### src/rtl/rnn_step_sequencer.sv
// Steps one RAM + RNN_Node pair through T timesteps, feeding each step's h_t back
// as the next hidden state and streaming the captured y_t values out for write-back.
module rnn_step_sequencer #(
    parameter int ADDR_W  = 4,
    parameter int TIMEOUT = 64
) (
    input  logic              clk,
    input  logic              reset,
    input  logic              start,
    input  logic [ADDR_W-1:0] num_steps,
    output logic              busy,
    output logic              done,
    output logic              error,
    output logic [ADDR_W-1:0] readport,
    output logic              node_ce,
    input  logic              node_ce_out,
    input  logic [31:0]       node_y,
    input  logic [31:0]       node_h,
    output logic              h_sel,
    output logic [31:0]       h_fb,
    output logic              y_wr_en,
    output logic [ADDR_W-1:0] y_wr_addr,
    output logic [31:0]       y_wr_data,
    output logic [31:0]       Y
);
    localparam int CNT_W = $clog2(TIMEOUT + 1);

    typedef enum logic [2:0] {IDLE, FETCH, COMPUTE, WRITE, DONE} state_t;

    state_t            state;
    logic [ADDR_W-1:0] t;
    logic [ADDR_W-1:0] t_last;
    logic [CNT_W-1:0]  cnt;

    // The timestep register doubles as the RAM read select.
    assign readport = t;

    always_ff @(posedge clk or posedge reset) begin
        if (reset) begin
            state     <= IDLE;
            t         <= '0;
            t_last    <= '0;
            cnt       <= '0;
            busy      <= 1'b0;
            done      <= 1'b0;
            error     <= 1'b0;
            node_ce   <= 1'b0;
            h_sel     <= 1'b0;
            h_fb      <= '0;
            y_wr_en   <= 1'b0;
            y_wr_addr <= '0;
            y_wr_data <= '0;
            Y         <= '0;
        end else begin
            done    <= 1'b0;
            y_wr_en <= 1'b0;
            case (state)
                IDLE: begin
                    if (start) begin
                        t_last <= num_steps - ADDR_W'(1);
                        t      <= '0;
                        error  <= 1'b0;
                        h_sel  <= 1'b0;
                        busy   <= 1'b1;
                        if (num_steps == '0) begin
                            done  <= 1'b1;
                            state <= DONE;
                        end else begin
                            state <= FETCH;
                        end
                    end
                end
                FETCH: begin
                    node_ce <= 1'b1;
                    cnt     <= CNT_W'(1);
                    state   <= COMPUTE;
                end
                COMPUTE: begin
                    if (node_ce_out) begin
                        Y         <= node_y;
                        h_fb      <= node_h;
                        y_wr_data <= node_y;
                        y_wr_addr <= t;
                        y_wr_en   <= 1'b1;
                        node_ce   <= 1'b0;
                        state     <= WRITE;
                    end else if (cnt == CNT_W'(TIMEOUT)) begin
                        // Abandon the run: no write, no done, error stays until next start.
                        error   <= 1'b1;
                        busy    <= 1'b0;
                        node_ce <= 1'b0;
                        state   <= IDLE;
                    end else begin
                        cnt <= cnt + CNT_W'(1);
                    end
                end
                WRITE: begin
                    h_sel <= 1'b1;
                    if (t == t_last) begin
                        done  <= 1'b1;
                        state <= DONE;
                    end else begin
                        t     <= t + ADDR_W'(1);
                        state <= FETCH;
                    end
                end
                DONE: begin
                    busy  <= 1'b0;
                    state <= IDLE;
                end
                default: state <= IDLE;
            endcase
        end
    end
endmodule

### config.mk
export PLATFORM = sky130hd
export DESIGN_NAME = rnn_step_sequencer
export DESIGN_NICKNAME = d
export VERILOG_FILES = /design/src/rtl/rnn_step_sequencer.sv
export SDC_FILE = /design/constraint.sdc
export NUM_CORES = 1
export LEC_CHECK = 0
export CORE_AREA = 2 2 104 106
export CTS_CLUSTER_DIAMETER = 60
export DETAILED_ROUTE_END_ITERATION = 8
export DIE_AREA = 0 0 106 108
export GPL_TIMING_DRIVEN = 1
export PLACE_DENSITY = 0.88
export SLEW_MARGIN = 25
export SYNTH_ARGS = -nofsm -noshare
export SYNTH_HDL_FRONTEND = slang
export SYNTH_SLANG_ARGS = --single-unit
### constraint.sdc
create_clock -name clk -period 3.5 [get_ports clk]
set_input_delay 0.7 -clock clk [delete_from_list [all_inputs] [get_ports clk]]
set_output_delay 0.7 -clock clk [all_outputs]
set_load 0.02 [all_outputs]
==> results.py, run 1 <==
metrics = {
    "status": {
        "status": "finished clean",
    },
    "logic_synthesis": {
        "synth-compound-area-share_pct": 4.94,
        "ys_seq_area_share_pct": 57.5,
        "synth_top_family_by_area": "multiplexers",
        "synth-xor-area-share_pct": 1.75,
        "synth.top_cell.area_share_pct": 57.5,
        "synthTopCellsByArea": "dfrtp_1 (57%), mux2_2 (19%), buf_4 (6.4%)",
        "ys_ff_latch": 92,
        "yosys.area_share.simple_pct": 7.34,
        "synth_area_per_cell_um2": 13.4,
        "synthCells": 298,
        "synth_area_um2": 4010,
        "synth_fa_ha_area_share_pct": 1.25,
        "synth.distinct_cells": 36,
        "synth_top_area_cell": "dfrtp_1",
        "synthMuxAreaShare_pct": 19.1,
        "ys.warnings.count": 0,
        "syn_nets": 374,
    },
    "power": {
        "irDropWorstVdd_v": 0.000447,
        "leakagePower_nw": 2.44,
        "p_sw_mw": 2.16,
        "p_int_mw": 3.54,
        "p_clk_share_pct": 13.1,
        "powerDensity_nw_per_um2": 958,
        "pwr-share-comb_pct": 53.5,
        "switching_share_pct": 37.9,
        "power_frac_seq_pct": 33.4,
    },
    "finish": {
        "multi_input_area_um2": 1380,
        "area_growth_pct": 48.4,
        "regArea_um2": 2300,
        "nets": 526,
        "final_util_pct": 58.1,
        "fin_area_um2": 5940,
        "drive_gt1_share_pct": 21.1,
        "fillers": 833,
        "layout_common_cells": "clkdlybuf4s50_1 (181), dfrtp_1 (92), mux2_2 (68)",
        "antenna_cells": 0,
        "final_common_cell": "clkdlybuf4s50_1",
    },
    "grt": {
        "grt_usage_pct": 16.5,
        "antenna_found_initial": 0,
        "grt_pass1_wl_um": 15000,
        "grt-ovfl-total": 0,
        "grt_max_degree": 48,
        "grt_pass1_vias": 3098,
    },
    "critical_path": {
        "cp_max_fo": 7,
        "critPathLaunchType": "flop",
        "cp_top_family": "buffers and inverters",
        "crit_chain": "clkdlybuf4s50_1",
        "slowest_delay_ns": 0.67,
        "cp_num_buf_inv": 1,
        "r2r_slack_ns": 1.48,
        "worstSetupEndpointType": "primary output",
        "worstSetupPathType": "flop to primary output",
        "crit_path_top_delay_cell": "clkdlybuf4s50_1",
        "crit_required_ns": 2.80,
        "crit_arrival_ns": 1.50,
    },
    "floorplan": {
        "fp.dieArea_um2": 11400,
        "ios": 182,
        "rows": 37,
        "start_util_pct": 39.1,
        "die_w_um": 106,
        "die_height_um": 108,
        "coreArea_um2": 10200,
    },
    "sta": {
        "period_share_pct": 62.8,
        "fin_tns_setup_ns": 0,
        "worst_pin_slew_ns": 0.800,
        "whs_ns": 0.496,
        "fin_skew_ns": 0.00836,
        "max_freq_ghz": 0.455,
        "setup_viol": 0,
        "slew_violations": 0,
        "period_needed_ns": 2.20,
        "timing.slew.headroom_pct": 46.6,
        "rsz0062_at_grt": "no",
        "hold_viol_final": 0,
    },
    "cts": {
        "cts_tree": "done",
        "cts-hold-fix-buffers": 0,
        "cts-resized-gates": 0,
        "cts-root-buf": "clkbuf_8",
        "ctsLongestPathBuffers": 2,
        "clk_pin_slew_ns": 0.09,
        "clock_latency_ns": 0.34,
        "numCtsBuffers": 9,
        "cts_setup_buffers": 0,
        "htreeDepth": 3,
        "numClockSinks": 92,
    },
    "route": {
        "drt_wl_total_um": 9230,
        "dr_wl_met3_um": 686,
        "met1_length_um": 3600,
        "highest_layer": "met4",
        "viasPerCell": 4.79,
        "firstDrtPassIters": 4,
        "drtIter0Drc": 58,
        "wl_met2_um": 4850,
        "wl_per_cell_um": 15.6,
        "via_count": 2829,
        "drc_errors": 0,
        "ant_nets": 0,
    },
    "placement": {
        "gp_congestion": 0.855,
        "portBuffers": 181,
        "dpl.hpwl_um": 6920,
        "place_area_um2": 5730,
    },
    "min_path": {
        "hold_class": "flop to flop",
    },
    "job": {
        "cap_viol_max_count": 0,
    },
}
logic make-up (layout without fill, tap and decap cells):
group,count (synthesis),in the layout
simple gates,49,49
flops,92,92
xor+xnor,8,8
compound gates,27,27
fa+ha+maj,4,4
mux,68,68
buf+inv,50,207
cell usage after synthesis:
cell	number
and3_1	2
a31oi_1	1
o211ai_1	1
nand2b_1	4
or4b_4	1
or3_1	1
or3b_2	1
nand3_1	9
nor4_2	1
a2111oi_2	1
nor4b_2	1
nor2b_1	1
buf_4	34
o21ai_0	12
nand2_1	14
xor2_1	2
inv_1	7
a21boi_1	1
a31oi_4	1
nand3b_4	1
o311ai_0	1
nor2_1	3
mux2_2	68
dfrtp_1	92
o22ai_1	2
nor3b_2	1
buf_2	8
nand4_1	4
nor3b_1	1
nor3_1	4
a41o_4	1
ha_1	4
xnor2_1	6
clkbuf_1	1
o31ai_1	3
a21oi_1	3
power groups by stage:
| stage | Combinational (mW) | Clock, mW | Sequential, mW |
|---|---|---|---|
| global route | 3.22 | 0.828 | 1.97 |
| finish | 3.04 | 0.747 | 1.90 |
| detailed placement | 3.07 | 0 | 1.93 |
| floorplan | 1.39 | 0 | 2.35 |
| CTS | 3.08 | 0.780 | 1.91 |
| global placement | 3.00 | 0 | 1.89 |
worst paths after layout:
path                              from     endpoint  cells after the start
hold / removal                   error        error                      2
setup / recovery           readport[0]  readport[0]                      1
min in group asynchronous        reset        Y[16]                      2
max in group asynchronous        reset        Y[20]                      3
hold reg to reg                  error        error                      2
setup reg to reg              state[2]     state[0]                      5
layer usage:
metal  global-route usage (%)  vias to the layer above
met3                     4.40                        9
li1                         -                     1313
met5                        0                        -
met4                     5.26                        0
met1                     18.7                     1381
met2                     30.4                      126
final cells by class:
class | instances | share of cell area (%)
clock buffers | 13 | 2.84
clock inverters | 3 | 0.737
inverters | 7 | 0.463
multi-input cells | 156 | 23.3
flip-flops and latches | 92 | 38.7
well taps | 136 | 2.86
repair buffers | 184 | 31.1
state kept, by name (all words and copies together), names as in the netlist:
| register | flops |
|---|---|
| y_wr_addr | 4 |
| readport | 4 |
| y_wr_en | 1 |
| node_ce | 1 |
| t_last | 4 |
| Y | 32 |
| error | 1 |
| h_fb | 32 |
| busy | 1 |
| state | 3 |
| cnt | 7 |
| h_sel | 1 |
| done | 1 |
stage by stage:
| stage | setup WS [ns] | power, mW | std cells |
|---|---|---|---|
| finish | 1.30 | 5.69 | 591 |
| global route | 1.22 | 6.02 | 591 |
| CTS | 1.28 | 5.77 | 591 |
| detailed placement | 0.938 | 5.00 | 575 |
| global placement | 0.982 | 4.89 | 575 |
| floorplan | 0.408 | 3.74 | 298 |
Power figures use the tool's default switching activity.
==> run 2: changes to the inputs <==
==> constraint.sdc (replaced) <==
create_clock -name clk -period 2.1 [get_ports clk]
set_input_delay 0.42 -clock clk [delete_from_list [all_inputs] [get_ports clk]]
set_output_delay 0.42 -clock clk [all_outputs]
set_load 0.02 [all_outputs]
==> results.py, run 2 (synthesis results as in run 1) <==
metrics = {
    "status": {
        "status": "finished clean",
    },
    "critical_path": {
        "worstSetupPathType": "flop to primary output",
        "crit_end": "readport[1]",
        "r2r-start": "state[2]",
        "r2r_slack_ns": 0.38,
        "r2r_end": "Y[14]",
        "crit_arrival_ns": 1.49,
        "slowest_delay_ns": 0.65,
        "cp_top_family": "buffers and inverters",
        "crit_required_ns": 1.68,
        "worstSetupEndpointType": "primary output",
        "path_depth": 1,
        "critPathLaunchType": "flop",
        "cp_max_fo": 6,
        "critPathLaunch": "readport[1]",
        "crit_path_top_delay_cell": "clkdlybuf4s50_1",
        "worstRegToRegCells": 4,
        "cp_num_buf_inv": 1,
        "crit_chain": "clkdlybuf4s50_1",
    },
    "grt": {
        "grt_pass1_wl_um": 13900,
        "grt_pass1_vias": 2823,
        "grt-ovfl-total": 0,
        "antenna_found_initial": 0,
        "grt_max_degree": 51,
        "grt_usage_pct": 15.4,
    },
    "route": {
        "ant_nets": 0,
        "highest_layer": "met4",
        "viasPerCell": 4.75,
        "drt_wl_total_um": 8780,
        "wl_met2_um": 4500,
        "wl_per_cell_um": 14.8,
        "drtIter0Drc": 75,
        "drc_errors": 0,
        "dr_wl_met3_um": 639,
        "via_count": 2826,
        "firstDrtPassIters": 4,
        "met1_length_um": 3560,
    },
    "placement": {
        "place_area_um2": 5790,
        "dpl.hpwl_um": 6570,
        "portBuffers": 181,
        "gp_congestion": 0.764,
    },
    "cts": {
        "cts-root-buf": "clkbuf_8",
        "clk_pin_slew_ns": 0.10,
        "numCtsBuffers": 9,
        "cts_tree": "done",
        "cts_setup_buffers": 0,
        "cts-hold-fix-buffers": 0,
        "numClockSinks": 92,
        "clock_latency_ns": 0.35,
        "ctsLongestPathBuffers": 2,
        "htreeDepth": 3,
        "cts-resized-gates": 0,
    },
    "power": {
        "powerDensity_nw_per_um2": 1580,
        "finalPower_mw": 9.49,
        "irDropWorstVdd_v": 0.000820,
        "leakagePower_nw": 2.46,
    },
    "sta": {
        "fin_skew_ns": 0.0142,
        "worst_pin_slew_ns": 0.525,
        "fin_tns_setup_ns": 0,
        "timing.slew.headroom_pct": 65.0,
        "hold_viol_final": 0,
        "period_needed_ns": 1.91,
        "setup_viol": 0,
        "whs_ns": 0.484,
        "rsz0062_at_grt": "no",
        "slew_violations": 0,
        "max_freq_ghz": 0.523,
        "period_share_pct": 91.0,
    },
    "finish": {
        "nets": 530,
        "area_growth_pct": 49.6,
        "fin_area_um2": 5990,
        "layout_common_cells": "clkdlybuf4s50_1 (181), dfrtp_1 (92), mux2_2 (68)",
        "antenna_cells": 0,
        "drive_gt1_share_pct": 22.0,
        "largestRegisters": "Y (32), h_fb (32), cnt (7)",
        "final_common_cell": "clkdlybuf4s50_1",
    },
    "floorplan": {
        "coreArea_um2": 10200,
        "rows": 37,
        "die_w_um": 106,
        "start_util_pct": 39.1,
        "ios": 182,
        "fp.dieArea_um2": 11400,
        "die_height_um": 108,
    },
    "min_path": {
        "hold_class": "input port to async pin",
    },
    "job": {
        "cap_viol_max_count": 0,
    },
}
[run 2: cell types whose count changed in the layout (fill, tap and decap cells not counted)]
cell / previous run / this run
clkinvlp_4: 0 / 1
clkbuf_1: 1 / 0
inv_6: 0 / 3
clkbuf_8: 12 / 9
buf_4: 2 / 4
buf_12: 1 / 3
clkinv_2: 2 / 1
inv_8: 0 / 1
[run 2: power breakdown]
group | total [mW] | leakage, nW | switching, mW | internal, mW
clock | 1.22 | 0.107 | 0.649 | 0.572
combinational | 5.14 | 1.24 | 2.41 | 2.73
sequential | 3.13 | 1.12 | 0.569 | 2.56
total | 9.49 | 2.46 | 3.63 | 5.86
[run 2: layout make-up]
class                      count  area [um2]
tap                          136         170
timing repair buffer         188        1900
sequential                    92        2300
inverter                       7        30.0
clock buffer                   9         124
clock inverter                 7        81.3
multi-input combinational    156        1380
fill                         826        4240
[run 2: worst min path at each step]
stage / to / slack [ns] / cells after the start
2_1_floorplan: t_last[0] / 0.47 / 2
3_3_place_gp: h_sel / 0.46 / 2
3_5_place_dp: h_sel / 0.46 / 2
4_1_cts: t_last[1] / 0.47 / 3
5_1_grt: Y[19] / 0.48 / 3
6_report: Y[26] / 0.48 / 3
[run 2: metrics by stage]
stage                     utilization [%]  instances  worst slack (ns)
final                                58.6        595             0.188
after floorplan                         -        298             0.561
after global placement               56.6        579            0.0626
after detailed placement             56.6        579            0.0218
after global routing                 58.6        595             0.112
after CTS                            58.6        595             0.160
[run 2: per-layer routing]
| metal | vias up | GRT usage [%] |
|---|---|---|
| met5 | - | 0 |
| met4 | 0 | 5.08 |
| met3 | 8 | 4.16 |
| met2 | 121 | 26.7 |
| met1 | 1375 | 18.8 |
| li1 | 1322 | - |
==> run 3: changes to the inputs <==
--- a/config.mk
+++ b/config.mk
@@ -5,13 +5,14 @@
 export SDC_FILE = /design/constraint.sdc
 export NUM_CORES = 1
 export LEC_CHECK = 0
-export CORE_AREA = 2 2 104 106
+export CORE_AREA = 3 3 105 107
 export CTS_CLUSTER_DIAMETER = 60
 export DETAILED_ROUTE_END_ITERATION = 8
-export DIE_AREA = 0 0 106 108
+export DIE_AREA = 0 0 108 110
 export GPL_TIMING_DRIVEN = 1
 export PLACE_DENSITY = 0.88
 export SLEW_MARGIN = 25
 export SYNTH_ARGS = -nofsm -noshare
 export SYNTH_HDL_FRONTEND = slang
 export SYNTH_SLANG_ARGS = --single-unit
+export TNS_END_PERCENT = 30
==> results.py, run 3 (synthesis results as in run 1) <==
metrics = {
    "sta": {
        "worst_pin_slew_ns": 0.498,
        "slew_violations": 0,
        "fin_skew_ns": 0.0155,
        "setup_viol": 0,
        "period_needed_ns": 1.91,
        "timing.slew.headroom_pct": 66.7,
        "hold_viol_final": 0,
        "fin_tns_setup_ns": 0,
        "max_freq_ghz": 0.524,
        "rsz0062_at_grt": "no",
        "period_share_pct": 90.9,
    },
    "finish": {
        "finalNonFillerCells": 595,
        "fillers": 824,
        "area_growth_pct": 49.5,
        "layout_common_cells": "clkdlybuf4s50_1 (181), dfrtp_1 (92), mux2_2 (68)",
        "drive_gt1_share_pct": 22.0,
        "antenna_cells": 0,
        "nets": 530,
        "final_common_cell": "clkdlybuf4s50_1",
        "largestRegisters": "Y (32), h_fb (32), cnt (7)",
    },
    "critical_path": {
        "crit_arrival_ns": 1.49,
        "crit_path_top_delay_cell": "clkdlybuf4s50_1",
        "worstRegToRegCells": 4,
        "worstSetupEndpointType": "primary output",
        "worstSetupPathType": "flop to primary output",
        "crit_required_ns": 1.68,
        "cp_max_fo": 6,
        "path_depth": 1,
        "critPathLaunchType": "flop",
        "r2r_slack_ns": 0.37,
        "crit_chain": "clkdlybuf4s50_1",
        "cp_num_buf_inv": 1,
        "slowest_delay_ns": 0.67,
        "cp_top_family": "buffers and inverters",
    },
    "placement": {
        "gp_congestion": 0.790,
        "portBuffers": 181,
        "dpl.hpwl_um": 7060,
        "dpl.cell_count": 579,
    },
    "grt": {
        "grt_pass1_vias": 3002,
        "antenna_found_initial": 0,
        "grt_max_degree": 54,
        "grt_usage_pct": 15.3,
        "grt-ovfl-total": 0,
        "grt_pass1_wl_um": 14600,
    },
    "min_path": {
        "min_path_cells": 2,
        "hold_class": "flop to flop",
    },
    "cts": {
        "clk_pin_slew_ns": 0.10,
        "cts-hold-fix-buffers": 0,
        "clock_latency_ns": 0.34,
        "numCtsBuffers": 9,
        "htreeDepth": 3,
        "numClockSinks": 92,
        "cts-resized-gates": 0,
        "cts-root-buf": "clkbuf_8",
        "cts_setup_buffers": 0,
        "ctsLongestPathBuffers": 2,
        "cts_tree": "done",
    },
    "floorplan": {
        "coreArea_um2": 10200,
        "rows": 37,
        "ios": 182,
        "fp.dieArea_um2": 11900,
        "start_util_pct": 39.1,
        "die_w_um": 108,
        "die_height_um": 110,
    },
    "power": {
        "finalPower_mw": 9.42,
        "powerDensity_nw_per_um2": 1570,
        "leakagePower_nw": 2.45,
        "irDropWorstVdd_v": 0.000735,
    },
    "route": {
        "drt_wl_total_um": 9280,
        "wl_per_cell_um": 15.6,
        "viasPerCell": 4.82,
        "via_count": 2869,
        "drtIter0Drc": 93,
        "firstDrtPassIters": 5,
        "drc_errors": 0,
        "ant_nets": 0,
    },
    "job": {
        "cap_viol_max_count": 0,
    },
    "status": {
        "status": "finished clean",
    },
}
## run 3: changes by cell type in the layout (fill, tap and decap cells not counted), sizes merged
| cell | previous run | this run |
|---|---|---|
| bufinv | 1 | 0 |
| inv | 10 | 8 |
| clkinv | 2 | 3 |
| clkbuf | 9 | 10 |
| clkinvlp | 1 | 2 |
## run 3: area by class of cell
type,count,area [um2],area share [%]
clock buffer,10,138,2.30
clock inverter,6,47.5,0.794
inverter,7,30.0,0.502
multi-input combinational,156,1380,23.1
sequential,92,2300,38.5
tap,136,170,2.84
timing repair buffer,188,1910,32.0
## run 3: power by group
group | total, mW | internal (mW) | switching (mW)
Sequential | 3.15 | 2.56 | 0.589
Clock | 1.10 | 0.474 | 0.627
Combinational | 5.17 | 2.73 | 2.44
## run 3: routing by layer
layer | vias to the layer above | GRT usage, % | wire, um
li1 | 1320 | - | -
met1 | 1413 | 18.5 | 3560
met2 | 123 | 27.1 | 4860
met3 | 13 | 4.31 | 724
met4 | 0 | 3.88 | 142
met5 | - | 0 | 0
## run 3: path summary, 6_finish.rpt
check | to | from
max | readport[1] | readport[1]
min | h_sel | h_sel
max reg2reg | cnt[0] | state[0]
min reg2reg | h_sel | h_sel
max in group asynchronous | Y[29] | reset
min in group asynchronous | h_fb[12] | reset
## run 3: metrics by stage
step | utilization, % | setup slack [ns] | hold slack [ns] | cell area (um2)
after floorplan | - | 0.561 | 0.470 | 4010
after global placement | 56.7 | 0.0727 | 0.464 | 5800
after detailed placement | 56.7 | 0.0485 | 0.473 | 5800
after CTS | 58.5 | 0.169 | 0.488 | 5990
after global routing | 58.5 | 0.139 | 0.498 | 5990
final | 58.5 | 0.192 | 0.492 | 5990
